===== config.mk =====
export PLATFORM = sky130hd
export DESIGN_NAME = edge_event_unit
export DESIGN_NICKNAME = d
export VERILOG_FILES = /design/src/rtl/edge_evt_pkg.sv /design/src/rtl/edge_evt_chan.sv /design/src/rtl/edge_event_unit.sv
export SDC_FILE = /design/constraint.sdc
export NUM_CORES = 1
export LEC_CHECK = 0
export BUFFER_PORTS_ARGS = -buffer_cell sky130_fd_sc_hd__buf_2
export CAP_MARGIN = 5
export CORE_AREA = 3 3 83 85
export CTS_CLUSTER_DIAMETER = 120
export CTS_CLUSTER_SIZE = 10
export DETAILED_ROUTE_END_ITERATION = 8
export DIE_AREA = 0 0 86 88
export HOLD_SLACK_MARGIN = 0.06
export PLACE_DENSITY = 0.87
export SLEW_MARGIN = 40
export SYNTH_ARGS = -nofsm -noshare
export SYNTH_HDL_FRONTEND = slang
export SYNTH_SLANG_ARGS = --single-unit

===== constraint.sdc =====
create_clock -name clk -period 2.4 [get_ports clk]
set_input_delay 0.36 -clock clk [delete_from_list [all_inputs] [get_ports clk]]
set_output_delay 0.36 -clock clk [all_outputs]
set_load 0.05 [all_outputs]

===== src/rtl/edge_evt_pkg.sv =====
// Shared definitions for the edge event unit: per-channel mode encoding and
// the mode/edge match helper.
package edge_evt_pkg;

  typedef logic [1:0] mode_t;

  localparam mode_t MODE_OFF  = 2'b00;
  localparam mode_t MODE_RISE = 2'b01;
  localparam mode_t MODE_FALL = 2'b10;
  localparam mode_t MODE_BOTH = 2'b11;

  // new_level is the accepted filtered value: 1 means a rise, 0 a fall.
  function automatic logic edge_match(input mode_t mode, input logic new_level);
    if (new_level) return (mode == MODE_RISE) || (mode == MODE_BOTH);
    else           return (mode == MODE_FALL) || (mode == MODE_BOTH);
  endfunction

endpackage


===== src/rtl/edge_evt_chan.sv =====
// One channel of the edge event unit: synchroniser, stability filter and
// mode-qualified edge detector.
module edge_evt_chan
  import edge_evt_pkg::*;
#(
  parameter int SYNC_STAGES = 2,
  parameter int FILT_W      = 4
) (
  input  logic              clk,
  input  logic              rst,
  input  logic              din,
  input  mode_t             mode,
  input  logic [FILT_W-1:0] filt_len,
  output logic              level,
  output logic              evt_pulse
);

  logic [SYNC_STAGES-1:0] sync_q, sync_d;
  logic                   filt_q, filt_d;
  logic [FILT_W-1:0]      cnt_q, cnt_d;
  logic                   evt_q, evt_d;
  logic                   s;
  logic                   update;

  // NOTE: every variable written here gets a default first so no latch is inferred.
  always_comb begin
    sync_d = {sync_q[SYNC_STAGES-2:0], din};
    s      = sync_q[SYNC_STAGES-1];
    filt_d = filt_q;
    cnt_d  = '0;
    update = 1'b0;
    if (s != filt_q) begin
      // >= so a shortened filt_len takes effect on the next mismatching cycle.
      if (cnt_q >= filt_len) begin
        update = 1'b1;
        filt_d = s;
      end else begin
        cnt_d = cnt_q + 1'b1;
      end
    end
    evt_d = update && edge_match(mode, s);
  end

  // NOTE: state updates use non-blocking assignments; reset is synchronous.
  always_ff @(posedge clk) begin
    if (rst) begin
      sync_q <= '0;
      filt_q <= 1'b0;
      cnt_q  <= '0;
      evt_q  <= 1'b0;
    end else begin
      sync_q <= sync_d;
      filt_q <= filt_d;
      cnt_q  <= cnt_d;
      evt_q  <= evt_d;
    end
  end

  assign level     = filt_q;
  assign evt_pulse = evt_q;

endmodule


===== src/rtl/edge_event_unit.sv =====
// Multi-channel edge event unit: per-channel sync/filter/edge detect feeding
// sticky W1C status and one interrupt. Define EDGE_EVT_OVERRUN_EN for the ovr flags.
module edge_event_unit
  import edge_evt_pkg::*;
#(
  parameter int CH          = 8,
  parameter int SYNC_STAGES = 2,
  parameter int FILT_W      = 4
) (
  input  logic              clk,
  input  logic              rst,
  input  logic [CH-1:0]     din,
  input  logic [2*CH-1:0]   mode,
  input  logic [FILT_W-1:0] filt_len,
  input  logic [CH-1:0]     irq_en,
  input  logic [CH-1:0]     clr,
  output logic [CH-1:0]     level,
  output logic [CH-1:0]     evt_pulse,
  output logic [CH-1:0]     status,
  output logic              irq
`ifdef EDGE_EVT_OVERRUN_EN
  ,
  output logic [CH-1:0]     ovr
`endif
);

  for (genvar i = 0; i < CH; i++) begin : g_chan
    edge_evt_chan #(
      .SYNC_STAGES(SYNC_STAGES),
      .FILT_W     (FILT_W)
    ) u_chan (
      .clk      (clk),
      .rst      (rst),
      .din      (din[i]),
      .mode     (mode_t'(mode[2*i +: 2])),
      .filt_len (filt_len),
      .level    (level[i]),
      .evt_pulse(evt_pulse[i])
    );
  end

  logic [CH-1:0] status_q, status_d;

  // A new event and a clear in the same cycle leave the flag set.
  always_comb begin
    status_d = (status_q & ~clr) | evt_pulse;
  end

  always_ff @(posedge clk) begin
    if (rst) status_q <= '0;
    else     status_q <= status_d;
  end

  assign status = status_q;
  assign irq    = |(status_q & irq_en);

`ifdef EDGE_EVT_OVERRUN_EN
  logic [CH-1:0] ovr_q, ovr_d;

  always_comb begin
    ovr_d = (ovr_q & ~clr) | (evt_pulse & status_q & ~clr);
  end

  always_ff @(posedge clk) begin
    if (rst) ovr_q <= '0;
    else     ovr_q <= ovr_d;
  end

  assign ovr = ovr_q;
`endif

endmodule

After elaboration in Yosys (flattened, before gate mapping)
Cells that the tools add are included.
Word-level totals
  register bits after elaboration: 72
  bits of input ports: 46
  output and inout port bits: 25
  logic and storage cells: 158
Operators by class
  $add $sub $neg: 8
  $lt $le $gt $ge: 8
  eq/ne operators: 32
  muxes and demuxes: 24
  bitwise logic cells: 12
  reductions and logical operators: 41
Operators by type and width (number)
  4-bit by 1-bit adder with 4-bit output (second input constant): 8
  2-bit equality test (second input constant): 16
  4-bit greater-or-equal comparator: 8
  1-bit two-way mux: 24
  3-bit OR reduction: 8
  8-bit AND: 2
  2-bit by 1-bit equality test with 1-bit output (second input constant): 8
  1-bit logical OR: 16
  2-bit AND reduction: 8
  1-bit logical AND: 8
  1-bit inequality test: 8
  1-bit NOT: 8
  8-bit NOT: 1
  8-bit OR: 1
  8-bit OR reduction: 1

Logic depth before layout (Yosys ltp)
Gate-level depths: netlist of run 1.
  word-level depth: 4
  mapped depth: 6
  mapped depth without buffers: 6

Cells and area by module
A second synthesis of run 1 with hierarchy kept.
Unflattened totals
  cells, all modules: 350
  area total of the unflattened synthesis: 3544.6 µm²
By module, submodules not included
  edge_evt_chan: instances 8, cells each 39, area each 402.9 µm², seq. area each 160.2 µm²
  edge_event_unit: instances 1, cells each 38, area each 321.6 µm², seq. area each 160.2 µm²

Worst setup path before layout of run 1
OpenSTA, ideal clock, no wires.
  path type: register to output
  start: register status_q[0] (netlist: status[0])
  end: output irq
  data arrival time: 1241 ps
  required time: 2040 ps
  slack: 799 ps
  stages on the path, launching flop included: 3
  buffers on the path: 0
  path through: dfxtp_1 > a22oi_1 > nand4_1
Between the ends
  word-level cells in the longest chain between the ends: 2
Ends and longest elaborated chain
  start: declaration: line edge_event_unit.sv:42  | logic [CH-1:0] status_q, status_d;
  start signal: assignment: line edge_event_unit.sv:51  | else status_q <= status_d;
  8-bit AND: line edge_event_unit.sv:55  | assign irq = |(status_q & irq_en);
  8-bit OR reduction: line edge_event_unit.sv:55
  end: declaration: line edge_event_unit.sv:20  | output logic irq
No other way between the ends.

Worst setup path after layout of run 1
  start: register status_q[7] (netlist: status[7])
  end: output irq
The elaborated chain is that of the path after synthesis.

==> run metrics, run 1 <==
largest net degree at the start of global routing 35; most common cell after layout, fill and taps aside dfxtp_1; Critical Path Sink Type output pin; diodes inserted 0; DR WL/cell 13.7 um; RSZ-0062 raised after global routing false; Achievable Freq 600 MHz; syn_area_per_cell ~10 um^2; Clock Tree Buf Depth 2; Die Wd approximately 86 um; drt total wl 6.75 mm; number of I/O pins slightly above 70; most frequent cells in the layout dfxtp_1 (72), buf_2 (70), nor2_1 (56); Fin Setup TNS 0 ns; global-route usage over all layers 0.196; H-tree depth 3; Worst Path Max Fanout 3; Final Cycle Share 0.695; Max VDD drop between 0.4 and 0.5 mV; DRC viols 0; Initial Utilization 0.570; Net Count, Synth roughly 430; Worst Hold Class in2reg; Hold Buf Count CTS 0; number of max-cap violations 0; Final Hold Viols 0; FP Rows 29; overall die height ~88 um; final design utilization 0.650; Die ar. approximately 7600 um^2; fin cells approximately 490; grt ovf 0; r2r endpoint g_chan[7].u_chan.level; Filler cells roughly 530; Initial DRT Pass Iterations 4; share of cells above drive strength 1 0.265; worst skew pair latency ~0.34 ns; dpl hpwl ~5.2 mm; DRT antenna net count 0; CTS Sinks slightly above 70; initial antenna violation count 0; Placed Instance Area between 3000 and 4000 um^2; CP max stage delay approximately 0.35 ns; post-CTS setup buffer count 0; GPL Wtd Cong about 0.78; fin nets slightly below 500; post-CTS sizing 0; vias in the first global route between 2000 and 3000; Worst R2R Setup Slack between 0.7 and 0.8 ns; CP Launch Type flop; Yosys cell types 23; critical path cell sequence a22oi_1 > nand4_1 > buf_2; Vias between 2000 and 3000; Mapped Area 3580 um^2; CP max-delay cell dfxtp_1; Critical Path AT between 1 and 1.5 ns; final setup fails 0; CTS root buf clkbuf_8; Cells after Synth roughly 350; Crit. Startpoint status[7]; Area growth syn-to-layout 14.0%; critical path start-end classification reg2out; status completed; fin crit period 1.67 ns; Via density about 5.2; cell area after layout between 4000 and 5000 um^2; CORE AREA ~6300 um^2; input/output buffers 70; fin. max-slew vios 0; leak pwr roughly 1.8 nW; end of the critical path irq; Ys Warns 0; Worst Max-Slew Pin Slew between 0.6 and 0.7 ns; Max Clock Skew 0.00404 ns; r2r startpoint g_chan[7].u_chan.cnt_q[0]; cts bufs inserted 9; Starting DRT DRC Count 62; clk slew on worst S/H paths around 0.070 ns; #FFs+latches synth 72; worst hold slack 0.222 ns; first-pass GRT wire length approximately 11 mm; pwr dens 573 nW/um^2; CTS tree done; placed cells around 480; Worst EP required around 2 ns; Reg2Reg Depth 6; sequential area share after synthesis 0.403; Rel. slew slack 0.549
==> per-stage QoR <==
stage / total power [mW] / setup slack [ns]
CTS: 2.36 / 0.689
global placement: 1.47 / 0.550
global route: 2.44 / 0.593
floorplan: 1.42 / 0.799
finish: 2.34 / 0.732
detailed placement: 1.49 / 0.529
==> critical path, delay by kind of cell (launching register included) <==
kind / cells / cell delay (ns)
buffers and inverters: 1 / 0.23
and+or+nand+nor: 1 / 0.13
AOI/OAI and AO/OA: 1 / 0.26
DFF: 1 / 0.35
==> power breakdown <==
part | total, mW | leakage, nW | internal, mW | switching, mW
registers | 1.23 | 0.584 | 1.21 | 0.0140
clock network | 0.882 | 0.0992 | 0.455 | 0.426
logic | 0.229 | 1.12 | 0.115 | 0.114
total | 2.34 | 1.80 | 1.78 | 0.554
==> cells in the mapped netlist <==
cell	count	area share
clkbuf_1	2	0.0021
nor4b_1	8	0.020
or3b_1	8	0.020
nor2_1	56	0.059
buf_2	1	0.0014
xnor2_1	16	0.039
o21ai_1	8	0.011
o21ai_2	8	0.020
a2111oi_4	8	0.062
ha_1	40	0.14
xor2_1	8	0.020
o21a_1	8	0.017
nand3_1	8	0.011
a22oi_1	4	0.0084
nor2b_1	16	0.028
buf_4	16	0.034
mux2i_1	8	0.022
a21oi_1	16	0.022
inv_1	27	0.028
buf_1	1	0.0010
nand2b_4	8	0.031
nand4_1	1	0.0017
dfxtp_1	72	0.40
==> routing by layer <==
layer | vias to the layer above | global-route usage | wire [um]
li1 | 1293 | - | -
met1 | 1194 | 0.229 | 2970
met2 | 72 | 0.341 | 3250
met3 | 10 | 0.0405 | 383
met4 | 0 | 0.0978 | 143
met5 | - | 0 | 0
==> logic make-up after synthesis <==
family                     count (synthesis)  synth area share
adders and majority gates                 40             0.140
and+or+nand+nor                          105             0.170
buffers and inverters                     47            0.0665
AOI/OAI and AO/OA                         52             0.140
xor gates and xnor gates                  24            0.0588
muxes                                      8            0.0224
DFF                                       72             0.403
==> worst min path at each step <==
stage / slack [ns] / depth (start not counted) / startpoint / endpoint
4_1_cts: 0.21 / 2 / din[2] / g_chan[2].u_chan.sync_q[0]
2_1_floorplan: 0.41 / 1 / g_chan[0].u_chan.sync_q[0] / g_chan[0].u_chan.sync_q[1]
3_5_place_dp: 0.43 / 1 / g_chan[0].u_chan.sync_q[0] / g_chan[0].u_chan.sync_q[1]
3_3_place_gp: 0.42 / 1 / g_chan[2].u_chan.sync_q[0] / g_chan[2].u_chan.sync_q[1]
6_report: 0.22 / 2 / din[2] / g_chan[2].u_chan.sync_q[0]
5_1_grt: 0.22 / 2 / din[5] / g_chan[5].u_chan.sync_q[0]
==> cell type report <==
class                      instances  area (um^2)  share of cell area
tap                               77         96.3              0.0236
multi-input combinational        229         1900               0.465
sequential                        72         1440               0.353
inverter                          27          101              0.0248
clock buffer                      13          169              0.0414
timing repair buffer              71          358              0.0877
clock inverter                     3         15.0             0.00368
==> flip-flops by register name, summed over array words and instances, names as in the netlist <==
signal and cells:
g_chan.u_chan.cnt_q 32, g_chan.u_chan.sync_q 16, g_chan.u_chan.evt_pulse 8, g_chan.u_chan.level 8
status 8
Power figures use the tool's default switching activity.
==> inputs of run 2 (changes only) <==
--- a/config.mk
+++ b/config.mk
@@ -5,15 +5,16 @@
 export SDC_FILE = /design/constraint.sdc
 export NUM_CORES = 1
 export LEC_CHECK = 0
+export ABC_AREA = 1
 export BUFFER_PORTS_ARGS = -buffer_cell sky130_fd_sc_hd__buf_2
 export CAP_MARGIN = 5
-export CORE_AREA = 3 3 83 85
+export CORE_AREA = 3 3 90 92
 export CTS_CLUSTER_DIAMETER = 120
 export CTS_CLUSTER_SIZE = 10
 export DETAILED_ROUTE_END_ITERATION = 8
-export DIE_AREA = 0 0 86 88
+export DIE_AREA = 0 0 93 95
 export HOLD_SLACK_MARGIN = 0.06
-export PLACE_DENSITY = 0.87
+export PLACE_DENSITY = 0.79
 export SLEW_MARGIN = 40
 export SYNTH_ARGS = -nofsm -noshare
 export SYNTH_HDL_FRONTEND = slang
==> constraint.sdc (replaced) <==
create_clock -name clk -period 1.4 [get_ports clk]
set_input_delay 0.21 -clock clk [delete_from_list [all_inputs] [get_ports clk]]
set_output_delay 0.21 -clock clk [all_outputs]
set_load 0.05 [all_outputs]
==> run metrics, run 2 <==
status finished, violations left; failing checks setup timing; Filler cells 654 (+24%); max reg flops 32 (unchanged); fin crit period around 1.4 ns; sequential area share after synthesis 0.398 (-0.00474); hold path start din[0]; Crit. Startpoint status[6]; Critical Path AT 1.21 ns (-0.10 ns); grt ovf 0 (unchanged); CP Launch Type flop; Synth top area share 0.398 (-0.00474); RSZ-0062 raised after global routing true; DRC viols 0 (unchanged); Worst Hold Class in2reg; final design utilization 0.591 (-0.0587); Largest regs g_chan.u_chan.cnt_q x32, g_chan.u_chan.sync_q x16; leak pwr 2.24 nW (+25%); clk slew on worst S/H paths 0.08 ns (about the same); Initial Utilization 0.496 (-0.0735); fin. max-slew vios 0 (unchanged); input/output buffers 70 (unchanged); Max Clock Skew 0.00712 ns (+0.00308 ns); share of cells above drive strength 1 0.252 (-0.0127); Largest Register g_chan.u_chan.cnt_q; initial antenna violation count 0 (unchanged); Cells after Synth 456 (+31%); critical path cell sequence a22o_1 > inv_1 > nand4_1 > buf_6; Final Hold Viols 0 (unchanged); overall die height 95 um (+8.0%); placed cells 611 (+28%); diodes inserted 0 (unchanged); Worst Path Max Fanout 3 (unchanged); Yosys cell types 18 (-22%); H-tree depth 3 (unchanged); Rel. slew slack 0.731 (+0.182); Worst EP required 1.19 ns (-0.85 ns); Setup WS post-layout -0.0200 ns (-0.752 ns); cts bufs inserted 9 (unchanged); first-pass GRT wire length 12.7 mm (+10%); Max VDD drop 0.735 mV (+63%); GPL Wtd Cong 0.828 (+5.9%); Die ar. 8840 um^2 (+17%); CP max-delay cell dfxtp_2; fin nets 612 (+23%); number of I/O pins 71 (unchanged); Initial DRT Pass Iterations 6 (+2); post-synthesis mux area share 0.0187 (-0.00372); Mapped Area 3620 um^2 (+1.2%); CTS tree done; worst hold slack 0.0771 ns (-0.144 ns); worst skew pair latency 0.34 ns (about the same); CORE AREA 7290 um^2 (+16%); FP Rows 31 (+6.9%); Synth Area in Compound Gates 0.0366 (-0.103); Post-synth EDFFs 0 (unchanged); Starting DRT DRC Count 91 (+47%); critical path start-end classification reg2out; r2r startpoint g_chan[4].u_chan.cnt_q[0]; CP max stage delay 0.33 ns (-0.02 ns); adder-cell share of the synthesized area 0.138 (-0.00164); Pwr Total 4.44 mW (+90%); CTS Sinks 72 (unchanged); DP Worst Slack -0.195 ns (-0.724 ns); dpl hpwl 5.77 mm (+10%); Via density 4.78 (-8.5%); XOR/XNOR Fraction of Synth Area 0.0532 (-0.00553); drt total wl 7.53 mm (+12%); Ys Warns 0 (unchanged); largest area contributor in the netlist dfxtp_1; top cells by area, synth dfxtp_1 (40%), ha_1 (14%), inv_1 (8.2%); Fin Setup TNS -0.0200 ns (-0.0200 ns); number of max-cap violations 0 (unchanged); Final Cycle Share 1.01; Critical Path Sink Type output pin; fraction of the mapped netlist area in simple logic gates 0.233 (+0.0630); DR WL/cell 12.0 um (-13%); asr flop ratio synth 0 (unchanged); Vias 3009 (+17%); most common cell after layout, fill and taps aside inv_1; pwr dens 1030 nW/um^2 (+80%); cell area after layout 4310 um^2 (+5.7%); CTS root buf clkbuf_8; Net Count, Synth 542 (+25%); Synth top cells by count inv_1 (79), dfxtp_1 (72), nand2_1 (68), nor2_1 (64), ha_1 (40); Achievable Freq between 700 and 800 MHz; #FFs+latches synth 72 (unchanged); most numerous cell in the Yosys netlist inv_1; Worst Max-Slew Pin Slew 0.403 ns (-0.273 ns); DRT antenna net count 0 (unchanged); largest family of logic cells by synthesized area simple AND/OR/NAND/NOR gates; global-route usage over all layers 0.180 (-0.0160); most frequent cells in the layout inv_1 (79), buf_2 (69), nand2_1 (63); syn_area_per_cell 7.94 um^2 (-23%); final setup fails 1 (+1); fin cells 630 (+28%); main flop type after synthesis dfxtp_1; Area growth syn-to-layout 19.1%; Die Wd 93 um (+8.1%); largest net degree at the start of global routing 13 (-63%); vias in the first global route 3009 (+17%); Clock Tree Buf Depth 2 (unchanged); Placed Instance Area 4000 um^2 (+2.8%)
==> run 2: changes by cell type in the layout (fill, tap and decap cells not counted), sizes merged, moves of 8 or more <==
cell,delta
nand2,+68
mux2i,-8
nand2b,-8
nor4b,-8
inv,+53
a2111oi,-8
o21ai,-10
nor2,+14
nand4,+10
o21a,-8
nor2b,-16
nand3,+34
or3b,-8
==> run 2: kinds of logic (layout without fill, tap and decap cells) <==
logic type               after synthesis  in the layout
AO/OA/AOI/OAI                         25             25
adder cells (fa/ha/maj)               40             40
multiplexers                           6              6
XOR/XNOR                              22             22
AND/OR/NAND/NOR                      191            191
flip-flops                            72             72
buffers and inverters                100            175
==> run 2: path summary, 6_finish.rpt <==
check                           depth (start not counted)  slack (ns)                          to
worst max-delay path                                    4       -0.02                         irq
worst min-delay path                                    3        0.08  g_chan[0].u_chan.sync_q[0]
worst max register to register                          7        0.07   g_chan[4].u_chan.cnt_q[3]
worst min register to register                          2        0.40  g_chan[5].u_chan.sync_q[1]
==> run 2: metal layers <==
layer / vias up / part of all wire / global-route usage / wire length (um)
met5: - / 0 / 0 / 0
met4: 0 / 0.012 / 0.0525 / 91
met3: 9 / 0.053 / 0.0518 / 402
met2: 67 / 0.51 / 0.337 / 3860
met1: 1377 / 0.42 / 0.197 / 3180
li1: 1556 / - / - / -
==> run 2: worst max-delay path: cells and delay by family (launching register included) <==
family                 cells  cell delay (ns)
buffers and inverters      2             0.23
AND/OR/NAND/NOR            1             0.10
AO/OA/AOI/OAI              1             0.21
flip-flops                 1             0.33
==> run 2: where the power goes <==
part / internal, mW / switching, mW / total (mW)
Sequential: 2.09 / 0.0311 / 2.12
Clock: 1.15 / 0.751 / 1.90
Combinational: 0.169 / 0.249 / 0.417
==> run 2: what timing repair did <==
| item | CTS | global route |
|---|---|---|
| hold buffers | 1 | 0 |
| resized for setup | 6 | 17 |
| pin swaps | 1 | 2 |
| hold endpoints to repair | 1 | 0 |
| setup buffers | 1 | 1 |
| setup endpoints to repair | 5 | 28 |
==> run 2: final cells by class <==
type                       count  area [um^2]  area share
clock buffer                  12          165      0.0383
clock inverter                 4         75.1      0.0174
inverter                      80          300      0.0697
multi-input combinational    284         1760       0.408
sequential                    72         1460       0.338
tap                           99          124      0.0287
timing repair buffer          79          427      0.0990
